--- config.mk ---
export PLATFORM = sky130hd
export DESIGN_NAME = lantian_phy_poller
export DESIGN_NICKNAME = d
export VERILOG_FILES = /design/src/rtl/lantian_phy_poller.sv
export SDC_FILE = /design/constraint.sdc
export NUM_CORES = 1
export LEC_CHECK = 0
export BUFFER_PORTS_ARGS = -buffer_cell sky130_fd_sc_hd__buf_2
export CAP_MARGIN = 20
export CELL_PAD_IN_SITES_DETAIL_PLACEMENT = 1
export CELL_PAD_IN_SITES_GLOBAL_PLACEMENT = 2
export CORE_UTILIZATION = 35
export DETAILED_ROUTE_END_ITERATION = 8
export GPL_TIMING_DRIVEN = 0
export HOLD_SLACK_MARGIN = 0.08
export PLACE_DENSITY_LB_ADDON = 0.1
export SETUP_SLACK_MARGIN = 0.3
export SLEW_MARGIN = 10
export SYNTH_ARGS = -nofsm -noshare
export SYNTH_HDL_FRONTEND = slang
export SYNTH_SLANG_ARGS = --single-unit
--- constraint.sdc ---
create_clock -name clk -period 3.8 [get_ports clk]
set_input_delay 0.38 -clock clk [delete_from_list [all_inputs] [get_ports clk]]
set_output_delay 0.38 -clock clk [all_outputs]
set_load 0.05 [all_outputs]
--- src/rtl/lantian_phy_poller.sv ---
// lantian_phy_poller: Avalon-MM master that polls PHY BMSR/PHYSR through the MDIO slave and
// publishes link/speed/duplex/autoneg sideband. Define PHY_POLLER_INIT_EN for a one-shot BMCR write.

module lantian_phy_poller #(
   parameter logic [31:0] POLL_INTERVAL = 32'd5_000_000,
   parameter logic [4:0]  PHYSR_ADDR    = 5'd17,
   parameter int unsigned TIMEOUT       = 4096,
   parameter logic [15:0] BMCR_INIT     = 16'h1200
) (
   input  logic        clk,
   input  logic        reset_n,
   output logic [4:0]  mdio_address,
   output logic        mdio_read,
   output logic        mdio_write,
   output logic [31:0] mdio_writedata,
   input  logic [31:0] mdio_readdata,
   input  logic        mdio_waitrequest,
   output logic        link_up,
   output logic [1:0]  speed,
   output logic        full_duplex,
   output logic        an_done,
   output logic        status_valid,
   output logic        link_change,
   output logic        mdio_error
);

   localparam logic [4:0]      BMSR_ADDR = 5'd1;
   localparam int              TO_W      = $clog2(TIMEOUT + 1);
   localparam logic [TO_W-1:0] TO_LAST   = TO_W'(TIMEOUT - 1);
   localparam logic [31:0]     WAIT_LAST = POLL_INTERVAL - 32'd1;

   typedef enum logic [2:0] {
      ST_WAIT,
      ST_RD_BMSR,
      ST_GAP,
      ST_RD_PHYSR,
      ST_UPDATE
`ifdef PHY_POLLER_INIT_EN
      , ST_INIT_WR
`endif
   } state_t;

`ifdef PHY_POLLER_INIT_EN
   localparam state_t RESET_STATE = ST_INIT_WR;
`else
   localparam state_t RESET_STATE = ST_WAIT;
`endif

   state_t          state, next_state;
   logic [31:0]     timer;
   logic [TO_W-1:0] to_cnt;
   logic            in_txn;
   logic            txn_done;
   logic            txn_expired;
   logic            cap_an, cap_link, cap_resolved, cap_duplex;
   logic [1:0]      cap_speed;
   logic            new_link;
   logic            readdata_unused;

   assign readdata_unused = &{1'b0, mdio_readdata[31:16], mdio_readdata[12],
                              mdio_readdata[9:6], mdio_readdata[4:0]};

   assign txn_done    = in_txn && !mdio_waitrequest;
   assign txn_expired = in_txn && mdio_waitrequest && (to_cnt == TO_LAST);
   assign new_link    = cap_link && cap_resolved;

`ifdef PHY_POLLER_INIT_EN
   // Reset parks the FSM in INIT_WR, so the write strobe is gated to stay low while reset holds.
   assign mdio_write     = reset_n && (state == ST_INIT_WR);
   assign mdio_writedata = mdio_write ? {16'h0000, BMCR_INIT} : 32'h0000_0000;
`else
   assign mdio_write     = 1'b0;
   assign mdio_writedata = 32'h0000_0000;
`endif

   always_comb begin
      next_state   = state;
      in_txn       = 1'b0;
      mdio_read    = 1'b0;
      mdio_address = 5'd0;
      case (state)
         ST_WAIT: begin
            if (timer == WAIT_LAST) next_state = ST_RD_BMSR;
         end
         ST_RD_BMSR: begin
            in_txn       = 1'b1;
            mdio_read    = 1'b1;
            mdio_address = BMSR_ADDR;
            if (!mdio_waitrequest)        next_state = ST_GAP;
            else if (to_cnt == TO_LAST)   next_state = ST_WAIT;
         end
         ST_GAP: begin
            next_state = ST_RD_PHYSR;
         end
         ST_RD_PHYSR: begin
            in_txn       = 1'b1;
            mdio_read    = 1'b1;
            mdio_address = PHYSR_ADDR;
            if (!mdio_waitrequest)        next_state = ST_UPDATE;
            else if (to_cnt == TO_LAST)   next_state = ST_WAIT;
         end
         ST_UPDATE: begin
            next_state = ST_WAIT;
         end
`ifdef PHY_POLLER_INIT_EN
         ST_INIT_WR: begin
            in_txn = 1'b1;
            if (!mdio_waitrequest || (to_cnt == TO_LAST)) next_state = ST_WAIT;
         end
`endif
         default: begin
            next_state = ST_WAIT;
         end
      endcase
   end

   always_ff @(posedge clk or negedge reset_n) begin
      if (!reset_n) state <= RESET_STATE;
      else          state <= next_state;
   end

   // Poll timer restarts from zero on every WAIT entry, so the interval is measured end-to-start.
   always_ff @(posedge clk or negedge reset_n) begin
      if (!reset_n)                                    timer <= 32'd0;
      else if ((state == ST_WAIT) && (timer != WAIT_LAST)) timer <= timer + 32'd1;
      else                                             timer <= 32'd0;
   end

   always_ff @(posedge clk or negedge reset_n) begin
      if (!reset_n)                                           to_cnt <= '0;
      else if (in_txn && mdio_waitrequest && (to_cnt != TO_LAST)) to_cnt <= to_cnt + 1'b1;
      else                                                    to_cnt <= '0;
   end

   always_ff @(posedge clk or negedge reset_n) begin
      if (!reset_n) begin
         cap_an       <= 1'b0;
         cap_link     <= 1'b0;
         cap_resolved <= 1'b0;
         cap_duplex   <= 1'b0;
         cap_speed    <= 2'b00;
      end else begin
         if ((state == ST_RD_BMSR) && txn_done) cap_an <= mdio_readdata[5];
         if ((state == ST_RD_PHYSR) && txn_done) begin
            cap_speed    <= mdio_readdata[15:14];
            cap_duplex   <= mdio_readdata[13];
            cap_resolved <= mdio_readdata[11];
            cap_link     <= mdio_readdata[10];
         end
      end
   end

   // Sideband outputs change only in UPDATE; a timed-out poll never reaches it.
   always_ff @(posedge clk or negedge reset_n) begin
      if (!reset_n) begin
         link_up      <= 1'b0;
         speed        <= 2'b00;
         full_duplex  <= 1'b0;
         an_done      <= 1'b0;
         status_valid <= 1'b0;
         link_change  <= 1'b0;
         mdio_error   <= 1'b0;
      end else begin
         link_change <= 1'b0;
         if (txn_expired) mdio_error <= 1'b1;
         if (state == ST_UPDATE) begin
            link_up      <= new_link;
            link_change  <= (new_link != link_up);
            speed        <= cap_speed;
            full_duplex  <= cap_duplex;
            an_done      <= cap_an;
            status_valid <= 1'b1;
         end
      end
   end

endmodule

==> metrics.md <==
| Metric | Value |
|---|---|
| Distinct cells, synth | 38 |
| Power Dens Cells | 344 nW/µm² |
| Root buf cell | clkbuf_8 |
| Post-Syn Instances | 329 |
| I/O pins | 82 |
| Pin count of the biggest net entering global routing | 44 |
| Tot GR Track Use | 15.9% |
| Area of the multi-input gates | 1460 µm² |
| Maximum vdd drop | 0.000176 V |
| Post-route clock skew | 0.00928 ns |
| Outcome | completed |
| Period utilization | 64.0% |
| Relative slew margins | 58.5% |
| P&R area growth vs syn | 17.9% |
| Diode count | 0 |
| H-tree depth | 3 |
| Clock share of power | 40.7% |
| Vias in the first global route | 2,493 |
| Layout fillers | 1,036 |
| Die width | 98.8 µm |
| RD Place Congestion | 0.734 |
| Beginning of the critical path | timer[0] |
| Clock-pin slew on the worst setup and hold paths | 0.07 ns |
| Initial antenna violation count | 0 |
| Hold Crit Class | primary input to flip-flop |
| Via count | 2,493 |
| Core outline area | 8890 µm² |
| Sequential area share after synthesis | 47.3% |
| Pint | 0.000963 W |
| WL final | 6990 µm |
| Static Leak | 1.78 nW |
| First-pass GRT wire length | 12,200 µm |
| Initial core utilization | 36.9% |
| Psw | 0.000368 W |
| Die H | 98.8 µm |
| DR DRC count | 0 |
| Wire per inst | 13.7 µm |
| Hold Fails Final Rpt | 0 |
| 1st-iter DRT viols | 28 |
| Logic pwr share | 9.8% |
| CTS Buf Count | 9 |
| Overall die area | 9760 µm² |
| Synthesized area per cell | 9.97 µm² |
| Worst endpoint required time | 4.01 ns |
| Critical Path End Type | flip-flop |
| Placed insts | 492 |
| Setup Fix Bufs, Post-CTS | 0 |
| Yosys reg bits | 62 |
| Final nets | 433 |
| Slew @ Worst Pin | 0.618 ns |
| Sw frac | 27.7% |
| Yosys warning count | 0 |
| Clk buf depth | 2 |
| Worst-Skew Late Latency | 0.35 ns |
| PnR worst setup slack | 1.37 ns |
| Register area | 1550 µm² |
| RSZ-0062 raised after global routing | no |
| CP max FO | 10 |
| Number of max-cap violations | 0 |
| Total gr overflow | 0 |
| Share of layout cells above drive strength 1 | 25.7% |
| TNS Setup | 0 ns |
| Min Tclk post-route | 2.43 ns |
| Synthesized area | 3280 µm² |
| Final Slew Violations | 0 |
| Seq pwr share | 49.6% |
| WS Path Type | flip-flop to flip-flop |
| Crit path launch type | flip-flop |
| PortBufs | 19 |
| Post-place setup slack | 1.32 ns |
| Drt pass-1 iters | 4 |
| Finish-stage setup viols | 0 |
| Clk sinks | 62 |
| Arr. time, crit path | 2.65 ns |
| Layout Cells excl Fill | 509 |
| Row count | 34 |
| Vias per std cell | 4.90 |
| Antenna-violating nets left | 0 |
| CTS tree | yes |
| Min-delay src | mdio_readdata[5] |
| Hpwl dp | 4980 µm |
| Worst r2r src | timer[0] |
| Fmax | 411 MHz |
-- worst max-delay path, cell delays in order, from the launching register on --
cell and delay (ns):
dfrtp_1 0.39, ha_1 0.23, nand4_2 0.20, or2_2 0.36, o31ai_1 0.57, clkbuf_1 0.43
nor2_1 0.11
-- power by group through the flow --
| stage | registers, W | clock network [W] | logic, W |
|---|---|---|---|
| detailed placement | 0.000672 | 0 | 0.000129 |
| global route | 0.000659 | 0.000594 | 0.000137 |
| CTS | 0.000659 | 0.000567 | 0.000130 |
| floorplan | 0.000672 | 0 | 0.000106 |
| finish | 0.000660 | 0.000541 | 0.000130 |
| global placement | 0.000672 | 0 | 0.000125 |
-- layout make-up --
cell class | count | area share (%)
Clock inverter | 5 | 0.874
Tap cell | 108 | 3.50
Buffer | 51 | 9.35
Timing Repair Buffer | 21 | 3.50
Multi-Input combinational cell | 241 | 37.8
Sequential cell | 62 | 40.1
Clock buffer | 11 | 3.92
Inverter | 10 | 0.971
-- routing by layer --
layer	global-route usage, %	vias up	part of all wire, %	routed length (µm)
met3	4.47	10	3.9	274
met1	20.4	1210	48	3360
met4	4.82	0	1.4	96
li1	-	1228	-	-
met5	0	-	0	0
met2	26.0	45	47	3260
-- flip-flops by register name, summed over array words and instances (netlist names), 2 cells and up --
register	cells
timer	32
to_cnt	13
state	3
cap_speed	2
speed	2
-- kinds of logic (layout without fill, tap and decap cells) --
kind of cell | count (synthesis) | after routing | synth area share, %
xor gates and xnor gates | 23 | 23 | 6.14
buffers and inverters | 61 | 98 | 12.2
DFF | 62 | 62 | 47.3
muxes | 10 | 10 | 3.43
AOI/OAI and AO/OA | 43 | 43 | 8.43
and+or+nand+nor | 127 | 127 | 21.6
other | 1 | 36 | 0.114
adders and majority gates | 2 | 2 | 0.763
-- final timing paths --
| path | depth (start not counted) | endpoint | slack (ns) |
|---|---|---|---|
| setup / recovery | 6 | timer[7] | 1.37 |
| hold / removal | 2 | cap_an | 0.26 |
| max in group asynchronous | 3 | timer[25] | 2.83 |
| setup reg to reg | 6 | timer[7] | 1.37 |
| min in group asynchronous | 2 | to_cnt[4] | 0.46 |
| hold reg to reg | 1 | status_valid | 0.47 |
-- synthesized netlist by cell type (all sizes together) --
master	instances	area, µm²
nor3	7	35.0
xor2	8	70.1
nand2b	2	12.5
nor3b	1	7.51
nor2	31	116
nand3	17	95.1
mux2	10	113
a21oi	18	97.6
or3	5	31.3
o31ai	16	120
o21ai	5	25.0
nand2	17	63.8
ha	2	25.0
a31o	2	17.5
nor2b	2	12.5
nor4	8	50.1
xnor2	15	131
dfrtp	62	1550
conb	1	3.75
nor4b	2	17.5
and4	4	35.0
and3	2	12.5
o311a	1	10.0
nand4	8	56.3
clkbuf	7	26.3
inv	10	37.5
or2	3	18.8
and2	1	6.26
or4	17	139
buf	44	335
a31oi	1	6.26
-- timing repair --
| item | 4_1_cts | 5_1_grt |
|---|---|---|
| hold buffers | 1 | 0 |
| endpoints found under the hold margin | 19 | 0 |
| gates resized for setup | 0 | 0 |
-- cell usage in the layout (no fill, tap or decap), types with 3 or more instances in the layout --
cell type / count
inv_1: 10
and4_1: 4
clkbuf_1: 7
nor4_1: 8
buf_2: 22
nand3_1: 15
xnor2_1: 15
clkbuf_8: 11
or3_1: 5
nor3_1: 7
nor2_1: 31
o21ai_0: 5
nand4_1: 7
a21oi_1: 16
o31ai_1: 16
dfrtp_1: 62
conb_1: 36
xor2_1: 8
mux2_2: 10
or4_1: 14
nand2_1: 17
or4_4: 3
or2_2: 3
buf_4: 38
-- stage by stage --
step / cell area [µm²] / utilization, % / hold slack, ns / total power, W
final: 3870 / 43.5 / 0.259 / 0.00133
after floorplan: 3410 / - / 0.0844 / 0.000779
after global placement: 3640 / 41.0 / 0.444 / 0.000798
after detailed placement: 3670 / 41.3 / 0.294 / 0.000801
after CTS: 3870 / 43.5 / 0.241 / 0.00136
after global routing: 3870 / 43.5 / 0.241 / 0.00139
No activity file was read; power rests on OpenSTA's default activity.
